File: src/rtl/bus_pkg.sv
// Shared system-bus definitions: response codes, master FSM states and HADDR field layout.
// Used by the bus master, the split-capable slaves and the arbiter.
package bus_pkg;

  typedef enum logic [1:0] {
    RESP_OKAY  = 2'b00,
    RESP_ERROR = 2'b01,
    RESP_RETRY = 2'b10,
    RESP_SPLIT = 2'b11
  } resp_e;

  typedef enum logic [2:0] {
    ST_IDLE,
    ST_REQ,
    ST_ADDR,
    ST_DATA,
    ST_SPLIT_WAIT
  } state_e;

  localparam int HADDR_PHASE_BIT = 15;
  localparam int HADDR_SLV_LSB   = 13;
  localparam int HADDR_WR_BIT    = 12;
  localparam int HADDR_ADDR_LSB  = 0;

  localparam logic [1:0] NO_MASTER = 2'b00;

  function automatic logic [15:0] make_haddr(input logic        phase,
                                             input logic [1:0]  slv,
                                             input logic        wr,
                                             input logic [11:0] addr);
    logic [15:0] a;
    a                           = '0;
    a[HADDR_PHASE_BIT]          = phase;
    a[HADDR_SLV_LSB +: 2]       = slv;
    a[HADDR_WR_BIT]             = wr;
    a[HADDR_ADDR_LSB +: 12]     = addr;
    return a;
  endfunction

endpackage

File: src/rtl/bus_master_split.sv
// Single-command bus initiator with arbitration, wait states, RETRY and SPLIT handling.
// Optional DATA-phase watchdog enabled by defining BUS_TIMEOUT_EN.
module bus_master_split
  import bus_pkg::*;
#(
  parameter logic [1:0] MASTER_ID      = 2'b01,
  parameter int         MAX_RETRY      = 4,
  parameter int         TIMEOUT_CYCLES = 64
) (
  input  logic        clk,
  input  logic        rst,
  input  logic        req_valid,
  output logic        req_ready,
  input  logic        req_write,
  input  logic [1:0]  req_slv,
  input  logic [11:0] req_addr,
  input  logic [31:0] req_wdata,
  input  logic        req_lock,
  output logic        rsp_valid,
  output logic        rsp_err,
  output logic [31:0] rsp_rdata,
  output logic        breq,
  input  logic        bgnt,
  output logic [15:0] haddr,
  output logic [31:0] hwdata,
  output logic [1:0]  hmas,
  output logic        mlock,
  input  logic [31:0] hrdata,
  input  logic        hready,
  input  logic [1:0]  hresp,
  input  logic [1:0]  hsplit
);

  localparam int RW = $clog2(MAX_RETRY + 1);

  if (MASTER_ID == NO_MASTER || MAX_RETRY < 1 || TIMEOUT_CYCLES < 1) begin : g_bad_param
    $error("bus_master_split: illegal MASTER_ID, MAX_RETRY or TIMEOUT_CYCLES");
  end

  state_e         state;
  logic           c_write;
  logic [1:0]     c_slv;
  logic [11:0]    c_addr;
  logic [31:0]    c_wdata;
  logic           c_lock;
  logic [RW-1:0]  retry_cnt;
`ifdef BUS_TIMEOUT_EN
  localparam int TW = $clog2(TIMEOUT_CYCLES + 1);
  logic [TW-1:0]  tmo_cnt;
`endif

  // NOTE: every state and output register here uses <= so all updates see pre-edge values.
  always_ff @(posedge clk) begin
    if (rst) begin
      state     <= ST_IDLE;
      req_ready <= 1'b1;
      rsp_valid <= 1'b0;
      rsp_err   <= 1'b0;
      rsp_rdata <= '0;
      breq      <= 1'b0;
      haddr     <= '0;
      hwdata    <= '0;
      hmas      <= NO_MASTER;
      mlock     <= 1'b0;
      c_write   <= 1'b0;
      c_slv     <= '0;
      c_addr    <= '0;
      c_wdata   <= '0;
      c_lock    <= 1'b0;
      retry_cnt <= '0;
`ifdef BUS_TIMEOUT_EN
      tmo_cnt   <= '0;
`endif
    end else begin
      rsp_valid <= 1'b0;
      rsp_err   <= 1'b0;
      unique case (state)
        ST_IDLE: begin
          if (req_valid && req_ready) begin
            c_write   <= req_write;
            c_slv     <= req_slv;
            c_addr    <= req_addr;
            c_wdata   <= req_wdata;
            c_lock    <= req_lock;
            retry_cnt <= '0;
            breq      <= 1'b1;
            req_ready <= 1'b0;
            state     <= ST_REQ;
          end else begin
            // Ready returns one cycle after the response pulse.
            req_ready <= 1'b1;
          end
        end
        ST_REQ: begin
          breq <= 1'b1;
          if (bgnt) begin
            haddr <= make_haddr(1'b0, c_slv, c_write, c_addr);
            hmas  <= MASTER_ID;
            mlock <= c_lock;
            state <= ST_ADDR;
          end
        end
        ST_ADDR: begin
          haddr  <= make_haddr(1'b1, c_slv, c_write, c_addr);
          hwdata <= c_write ? c_wdata : '0;
`ifdef BUS_TIMEOUT_EN
          tmo_cnt <= '0;
`endif
          state  <= ST_DATA;
        end
        ST_DATA: begin
          if (hready) begin
            haddr  <= '0;
            hwdata <= '0;
            hmas   <= NO_MASTER;
            mlock  <= 1'b0;
            unique case (resp_e'(hresp))
              RESP_OKAY: begin
                if (!c_write) rsp_rdata <= hrdata;
                rsp_valid <= 1'b1;
                breq      <= 1'b0;
                state     <= ST_IDLE;
              end
              RESP_ERROR: begin
                rsp_valid <= 1'b1;
                rsp_err   <= 1'b1;
                breq      <= 1'b0;
                state     <= ST_IDLE;
              end
              RESP_RETRY: begin
                if (retry_cnt == RW'(MAX_RETRY - 1)) begin
                  rsp_valid <= 1'b1;
                  rsp_err   <= 1'b1;
                  breq      <= 1'b0;
                  state     <= ST_IDLE;
                end else begin
                  retry_cnt <= retry_cnt + 1'b1;
                  state     <= ST_REQ;
                end
              end
              RESP_SPLIT: begin
                breq  <= 1'b0;
                state <= ST_SPLIT_WAIT;
              end
            endcase
          end
`ifdef BUS_TIMEOUT_EN
          else if (tmo_cnt == TW'(TIMEOUT_CYCLES - 1)) begin
            haddr     <= '0;
            hwdata    <= '0;
            hmas      <= NO_MASTER;
            mlock     <= 1'b0;
            breq      <= 1'b0;
            rsp_valid <= 1'b1;
            rsp_err   <= 1'b1;
            state     <= ST_IDLE;
          end else begin
            tmo_cnt <= tmo_cnt + 1'b1;
          end
`endif
        end
        ST_SPLIT_WAIT: begin
          // Only a release naming this master resumes; the command is reissued unchanged.
          if (hsplit == MASTER_ID) begin
            breq  <= 1'b1;
            state <= ST_REQ;
          end
        end
        default: state <= ST_IDLE;
      endcase
    end
  end

endmodule

File: config.mk
export PLATFORM = sky130hd
export DESIGN_NAME = bus_master_split
export DESIGN_NICKNAME = d
export VERILOG_FILES = /design/src/rtl/bus_pkg.sv /design/src/rtl/bus_master_split.sv
export SDC_FILE = /design/constraint.sdc
export NUM_CORES = 1
export LEC_CHECK = 0
export ABC_AREA = 1
export BUFFER_PORTS_ARGS = -buffer_cell sky130_fd_sc_hd__buf_2
export CORE_UTILIZATION = 35
export CTS_BUF_LIST = sky130_fd_sc_hd__clkbuf_4 sky130_fd_sc_hd__clkbuf_8
export CTS_CLUSTER_DIAMETER = 80
export DETAILED_ROUTE_END_ITERATION = 8
export GPL_TIMING_DRIVEN = 0
export PLACE_DENSITY_LB_ADDON = 0.08
export SLEW_MARGIN = 20
export SYNTH_ARGS = -nofsm -noshare
export SYNTH_HDL_FRONTEND = slang
export SYNTH_SLANG_ARGS = --single-unit
File: constraint.sdc
create_clock -name clk -period 1.25 [get_ports clk]
set_input_delay 0.1875 -clock clk [delete_from_list [all_inputs] [get_ports clk]]
set_output_delay 0.1875 -clock clk [all_outputs]
set_load 0.005 [all_outputs]
; Word level (Yosys, flattened, before mapping)
; Index checks and enable logic that the tools add are counted.
[classes]
addsub = 1
eq_ne = 16
muxes = 34
n_bitwise = 3
n_reduce_logical = 19
[op_table]
columns = operator, count
row1 = 32-bit 2-to-1 mux, 2
row2 = 32-bit case mux with 2 select lines, 1
row3 = 16-bit case mux with 3 select lines, 1
row4 = 16-bit 2-to-1 mux, 2
row5 = 3-bit 2-to-1 mux, 8
row6 = 3-bit case mux with 5 select lines, 1
row7 = 2-bit != test (second input constant), 6
row8 = 5-bit AND reduction, 2
row9 = 3-bit by 2-bit equality test with 1-bit output (second input constant), 3
row10 = 1-bit 2-to-1 mux, 9
row11 = 3-bit case mux with 3 select lines, 1
row12 = 1-bit case mux with 2 select lines, 4
row13 = 4-bit AND reduction, 2
row14 = 3-bit case mux with 2 select lines, 1
row15 = 3-bit AND reduction, 2
row16 = 2-bit nonzero test, 3
row17 = 3-bit OR reduction, 2
row18 = 2-bit by 1-bit equality test with 1-bit output (second input constant), 2
row19 = 2-bit equality test (second input constant), 2
row20 = 2-bit 2-to-1 mux, 2
row21 = 1-bit case mux with 4 select lines, 1
row22 = 2-bit case mux with 2 select lines, 1
row23 = 2-bit AND reduction, 2
row24 = 4-bit nonzero test, 1
row25 = other kinds (10), 12
[word_totals]
regBits = 141
inputBits = 89
elab_cells = 89

; Longest topological paths before layout
; Gate-level depths: netlist of the first run.
[depth]
ltp_word = 5
depth_mapped = 9
mapped_depth_nobuf = 9

; Worst setup path before layout of the first run
; OpenSTA, ideal clock, no wires.
[synth_timing]
path_kind = register to register
from = register state[1]
to = register hwdata[6]
setup_time_ns = 0.117
arrival_time_ns = 1.228
path_slack_ns = -0.095
stages_incl_launch_ff = 9
path_cell_list = dfxtp_1 buf_2 nand2_1 nor2_4 buf_4 nor2_4 buf_4 a21oi_1 nor2_1
[synth_via]
elab_chain_cells = 3
elab_cells_between_ends = 6
[synth_rtl]
columns = item, line_no
row1 = "start, declared", bus_master_split.sv:40  ; state_e state;
row2 = "start signal, assigned", bus_master_split.sv:55  ; state <= ST_IDLE;
row3 = "start signal, assigned", bus_master_split.sv:88  ; state <= ST_REQ;
row4 = "start signal, assigned", bus_master_split.sv:100  ; state <= ST_ADDR;
row5 = 3-bit by 2-bit equality test with 1-bit output, bus_master_split.sv:77  ; unique case (state)
row6 = 2-bit != test (no line) or 2-bit nonzero test (tied branches), n/a
row7 = 2-bit AND reduction (no line), n/a
row8 = "end signal, assigned", bus_master_split.sv:105  ; hwdata <= c_write ? c_wdata : '0;
row9 = "end, declared", bus_master_split.sv:25  ; output logic [31:0] hwdata,
; Several ways; a longest one is shown, not always the timed one.
; A chain may end at the register's enable or synchronous reset.

; Final worst setup path of the first run
[layout_timing]
from = register state[1]
to = register hwdata[18]
; Same word-level chain as after synthesis.

==> metrics.csv, run 1 <==
stage;metric;value;unit
status;status;finished with violations;
status;violated checks;negative setup slack;
synthesis;Post-synth top cells;dfxtp_1 (140), a21oi_1 (103), nor2_1 (93);
placement;buffers added on ports;173;
route;Antenna Nets Post-Route;0;
worst_setup_path;critical path arrival;1.76;ns
clock_tree;clk buf depth;2;
worst_setup_path;Crit Path Class;reg -> reg;
synthesis;Netlist Area Pre-Place;5440;um2
floorplanning;Die Ht;126.7;um
clock_tree;htree depth;4;
job;max_cap viols;0;
clock_tree;Root Buffer;clkbuf_8;
worst_setup_path;Setup crit end kind;flip-flop;
placement;routability congestion estimate;0.7749;
synthesis;Synth area leader;dfxtp_1;
pwr;Pwr Density;1940;nW/um2
route;Pre-antenna DRT Iters;4;
pwr;leak pwr;3.887;nW
synthesis;Yosys top cell area share;51.52;%
timing;fmax;0.6871;GHz
worst_setup_path;Critical Path End;hwdata[18];
timing;# setup viols final;139;
timing;RSZ-0062 raised after global routing;true;
synthesis;synth unique cells;26;
synthesis;yosys warns;0;
clock_tree;clock latency on the worst-skew pair;0.44;ns
route;total via count in the routed design;5625;
clock_tree;Worst-path clk slew;0.08;ns
layout;layout cells sized above 1;41.18;%
layout;Layout area overhead;60.65;%
synthesis;Synthesized Nets;800;
route;Avg Vias per Cell;4.743;
layout;FF/Latch Area;2811;um2
clock_tree;CTS Sinks;140;
route;WL per Instance;14.42;um
layout;final antenna diode count;0;
grt;GRT Util Overall;20.97;%
worst_setup_path;required time of the critical path;1.55;ns
grt;initial antenna violation count;0;
floorplanning;Starting Density;35.79;%
timing;clock skew;0.009084;ns
worst_setup_path;reg2reg end;hwdata[18];
synthesis;Post-synth EDFFs;0;
placement;Cell Count Post-Placement;1065;
worst_setup_path;R2R depth;9;
route;first-iteration detailed-routing DRC count;195;
grt;total grt overflow;0;
placement;DP HPWL;10900;um
timing;final setup margin;-0.2055;ns
timing;Tightest Pin Transition;0.7961;ns
synthesis;most frequent cell after synthesis;dfxtp_1;
floorplanning;Core ar.;15200;um2
pwr;maximum vdd drop;0.001235;V
synthesis;synth top area cells;dfxtp_1 (52%), a21oi_1 (9.5%), o21ai_0 (7.6%);
synthesis;Synth Area per Inst;7.728;um2
grt;pin count of the biggest net entering global routing;17;
grt;first-pass GRT wire length;26250;um
synthesis;top_reg_cell synth;dfxtp_1;
floorplanning;die area;16050;um2
floorplanning;# IOs;176;
layout;final non-filler cell total;1186;
timing;crit share post-route;116.4;%
worst_setup_path;worst r2r src;state[1];
floorplanning;die width;126.7;um
synthesis;Seq/Total Area, Yosys;51.52;%
clock_tree;TritonCTS clock tree;done;
worst_setup_path;r2r setup slk;-0.21;ns
floorplanning;Row Count;45;
placement;worst slack, placed;-0.5565;ns
synthesis;Synth async-reset ratio;0;%
worst_setup_path;element type at the critical path start;flip-flop;
grt;vias in the first global route;5447;
route;drt total wl;17110;um
timing;Slew HR;46.93;%
timing;Final Hold Violating Endpoints;0;
layout;Post-Route Utilization;57.49;%
worst_setup_path;first element of the critical path;state[1];
synthesis;synthesized flop and latch total;140;
timing;Tmin final;1.455;ns
layout;fin nets;1081;
layout;filler cell count;1384;
synthesis;cells after synthesis;704;
worst_setup_path;worst-path maximum fanout;10;
clock_tree;Inserted Clock Buffers;17;
worst_hold_path;Hold/Removal Path Class;in -> reg;
timing;Pins Over Slew Limit;0;
route;Remaining DRCs;0;
layout;footprint of the multi-input gates;2587;um2
timing;worst hold slack;0.01664;ns
## critical path, cell delays in order (launching register included)
cell and delay [ns]:
dfxtp_2 0.32, buf_6 0.13, nand2_4 0.06, nor2_4 0.19, buf_6 0.15, nor2_4 0.04, buf_12 0.14, buf_8 0.14
nand3_1 0.08, a21oi_1 0.06
## power by group
part / switching, mW / total [mW] / leakage (nW) / internal, mW
clock network: 1.77 / 4.41 / 0.241 / 2.64
registers: 0.563 / 5.98 / 1.14 / 5.41
logic: 3.51 / 6.57 / 2.50 / 3.06
total: 5.84 / 17.0 / 3.89 / 11.1
## stage by stage
stage               power, mW  setup TNS, ns  instance area [um2]
floorplan               8.802        -0.2246                 5482
global placement        10.07         -46.53                 6583
detailed placement      10.17         -49.46                 6583
CTS                     16.75         -16.31                 8392
global route            17.98         -27.10                 8740
finish                  16.96         -18.64                 8740
## flip-flops by register name (all words and copies together), names as in the netlist
register and cells:
breq 1, c_addr 12, c_lock 1, c_slv 2, c_wdata 32, c_write 1, haddr 16, hmas 1
hwdata 32, mlock 1, req_ready 1, retry_cnt 3, rsp_err 1, rsp_rdata 32, rsp_valid 1, state 3
## area by class of cell
cell class | count | area share (%)
clock inverters | 10 | 2.105
flip-flops and latches | 140 | 32.17
clock buffers | 22 | 3.465
well taps | 188 | 2.691
inverters | 83 | 3.679
plain buffers | 47 | 5.583
multi-input cells | 434 | 29.61
repair buffers | 262 | 20.70
## per-layer routing
metal,track usage [%],up-vias,share of wire (%)
met4,6.793,0,1.3
li1,-,2824,-
met3,5.694,15,5.3
met5,0,-,0
met1,23.73,2621,43
met2,38.12,165,50
## cell families (layout without fill, tap and decap cells)
family / Yosys count / after routing / synth area share (%)
AOI/OAI and AO/OA: 188 / 188 / 17.48
adders and majority gates: 7 / 7 / 1.610
buffers and inverters: 130 / 424 / 10.74
DFF: 140 / 140 / 51.52
other: 1 / 1 / 0.06893
and+or+nand+nor: 238 / 238 / 18.58
## worst min-delay path by stage
| stage | from | end | cells past startpoint |
|---|---|---|---|
| finish | hrdata[5] | rsp_rdata[5] | 3 |
| global route | hrdata[4] | rsp_rdata[4] | 3 |
| CTS | req_wdata[23] | c_wdata[23] | 3 |
| detailed placement | c_lock | c_lock | 2 |
| global placement | c_addr[0] | c_addr[0] | 2 |
| floorplan | hrdata[0] | rsp_rdata[0] | 2 |
## placed cells by master (no fill, tap or decap), types with 3 or more instances in the layout
master and n:
nand2_1 88, ha_1 6, clkbuf_1 11, buf_4 18
clkbuf_8 28, buf_8 10, nand3_1 33, inv_2 3
buf_2 175, dlygate4sd3_1 57, nand3_2 6, o21ai_1 20
clkbuf_2 3, inv_1 77, nand4_1 7, buf_16 3
dfxtp_1 137, buf_6 17, o21ai_2 50, o21ai_0 9
buf_12 4, clkbuf_4 3, bufinv_16 5, o21ai_4 4
a21oi_1 64, a21oi_2 39, nor2_1 77, nor2_4 8
nor2_2 11
## repair_timing
item	4_1_cts	5_1_grt
gates resized for setup	203	82
hold buffers	51	6
pin swaps	48	21
setup buffers	16	6
endpoints found under the setup margin	137	140
hold endpoints to repair	51	6
gates cloned	10	2
Power figures use the tool's default switching activity.
==> run 2: changes to the inputs <==
Settings changed: RECOVER_POWER set to 50.
==> run 2 against run 1 <==
The run still ends with negative setup slack left. Count of clock-buffer cells in the layout is the same. Global-route usage is the same. First-iteration DRC count grew 3.1%. Design area shrank 0.27%. Critical path depth is the same. Final cell count is the same. Setup slack gained 0.00086 ns. Fmax is essentially flat. Via count shrank 0.12%. Largest cell class unchanged.
==> metrics.csv, run 2 (synthesized netlist as in run 1, its figures left out) <==
stage;metric;value;unit
clock_tree;Inserted Clock Buffers;17;
pwr;overall power;16.95;mW
layout;layout cells sized above 1;39.28;%
grt;pin count of the biggest net entering global routing;17;
clock_tree;htree depth;4;
worst_setup_path;cell breakdown of the critical path;buf_6 -> nand2_4 -> nor2_4 -> buf_6 -> nor2_4 -> buf_12 -> buf_8 -> nand3_1 -> a21oi_1;
timing;clock skew;0.007760;ns
placement;buffers added on ports;173;
worst_hold_path;Hold/Removal Path Class;in -> reg;
floorplanning;Core ar.;15200;um2
clock_tree;CTS Sinks;140;
clock_tree;clock latency on the worst-skew pair;0.44;ns
pwr;maximum vdd drop;0.001235;V
worst_setup_path;critical path arrival;1.76;ns
layout;filler cell count;1394;
grt;first-pass GRT wire length;26250;um
worst_setup_path;crit path max-delay cell type;dfxtp_2;
grt;grt met2 use;38.12;%
layout;fin nets;1081;
clock_tree;Root Buffer;clkbuf_8;
worst_setup_path;Setup crit end kind;flip-flop;
route;Remaining DRCs;0;
grt;vias in the first global route;5447;
clock_tree;Worst-path clk slew;0.08;ns
floorplanning;die width;126.7;um
job;max_cap viols;0;
route;Pre-antenna DRT Iters;4;
worst_setup_path;Crit Path Class;reg -> reg;
layout;most common cell after layout, fill and taps aside;buf_2;
placement;DP HPWL;10900;um
timing;Slew HR;46.53;%
layout;footprint of the multi-input gates;2587;um2
route;WL per Instance;14.47;um
worst_setup_path;element type at the critical path start;flip-flop;
clock_tree;TritonCTS clock tree;done;
pwr;leak pwr;3.805;nW
pwr;Pwr Density;1945;nW/um2
clock_tree;clk buf depth;2;
layout;final non-filler cell total;1186;
timing;crit share post-route;116.4;%
placement;Cell Count Post-Placement;1065;
floorplanning;Starting Density;35.79;%
placement;routability congestion estimate;0.7749;
worst_setup_path;required time of the critical path;1.55;ns
route;Avg Vias per Cell;4.737;
route;first-iteration detailed-routing DRC count;201;
status;status;finished with violations;
timing;fmax;0.6875;GHz
route;Antenna Nets Post-Route;0;
timing;Tmin final;1.455;ns
route;drt total wl;17160;um
timing;# setup viols final;139;
grt;GR Util met3;5.694;%
floorplanning;Row Count;45;
layout;most frequent cells in the layout;buf_2 (155), dfxtp_1 (137), nand2_1 (88);
grt;busiest grt layer;met2;
timing;worst hold slack;0.01678;ns
timing;Final Hold Violating Endpoints;0;
worst_setup_path;Max stage delay on crit path;0.32;ns
grt;met1 usage;23.73;%
floorplanning;Die Ht;126.7;um
timing;RSZ-0062 raised after global routing;true;
grt;GRT Util Overall;20.97;%
layout;final antenna diode count;0;
timing;final setup margin;-0.2046;ns
floorplanning;# IOs;176;
layout;FF/Latch Area;2811;um2
worst_setup_path;worst-path maximum fanout;10;
floorplanning;die area;16050;um2
status;violated checks;negative setup slack;
grt;total grt overflow;0;
route;total via count in the routed design;5618;
timing;Tightest Pin Transition;0.8020;ns
layout;Top Registers;c_wdata x32, hwdata x32, rsp_rdata x32;
layout;Layout area overhead;60.21;%
timing;Pins Over Slew Limit;0;
grt;initial antenna violation count;0;
[run 2: cell count changes in the layout (fill, tap and decap cells not counted)]
cell,before,now
buf_2,175,155
clkbuf_1,11,30
clkbuf_2,3,4
[run 2: per-stage QoR]
| stage | instance area, um2 | setup WS, ns | utilization [%] | TNS, ns |
|---|---|---|---|---|
| floorplan | 5482 | -0.02243 | - | -0.2246 |
| global placement | 6583 | -0.4666 | 43.30 | -46.53 |
| detailed placement | 6583 | -0.5565 | 43.30 | -49.46 |
| CTS | 8392 | -0.1894 | 55.20 | -16.31 |
| global route | 8716 | -0.2695 | 57.33 | -27.10 |
| finish | 8716 | -0.2046 | 57.33 | -18.65 |
[run 2: report_power, final]
| group | switching [mW] | internal (mW) |
|---|---|---|
| clock | 1.77 | 2.64 |
| combinational | 3.52 | 3.05 |
| sequential | 0.564 | 5.41 |
[run 2: layout make-up]
type	instances	share of cell area (%)
Timing Repair Buffer	262	20.49
Sequential cell	140	32.26
Clock inverter	10	2.110
Clock buffer	22	3.474
Buffer	47	5.599
Multi-Input combinational cell	434	29.69
Tap cell	188	2.699
Inverter	83	3.689
[run 2: path summary, 6_finish.rpt]
kind | to | start | slack (ns) | cells past startpoint
hold reg to reg | c_wdata[2] | c_wdata[2] | 0.45 | 2
setup / recovery | hwdata[18] | state[1] | -0.20 | 9
hold / removal | rsp_rdata[5] | hrdata[5] | 0.02 | 3
setup reg to reg | hwdata[18] | state[1] | -0.20 | 9
[run 2: what timing repair did]
action | 4_1_cts | 5_1_grt
setup endpoints to repair | 137 | 140
pin swaps | 48 | 21
gates resized for setup | 203 | 82
hold buffers | 51 | 6
cloned | 10 | 2
hold endpoints to repair | 51 | 6
buffers inserted | 16 | 6
[run 2: critical path: cells and delay by family, from the launching register on]
kind / cells / cell delay, ns
AOI/OAI and AO/OA: 1 / 0.06
buffers and inverters: 4 / 0.56
DFF: 1 / 0.32
and+or+nand+nor: 4 / 0.37
[run 2: layer usage]
metal  part of all wire [%]  vias up  wire length [um]
li1                       -     2824                 -
met1                     43     2615              7462
met2                     50      164              8582
met3                    5.3       15               907
met4                    1.2        0               208
met5                      0        -                 0
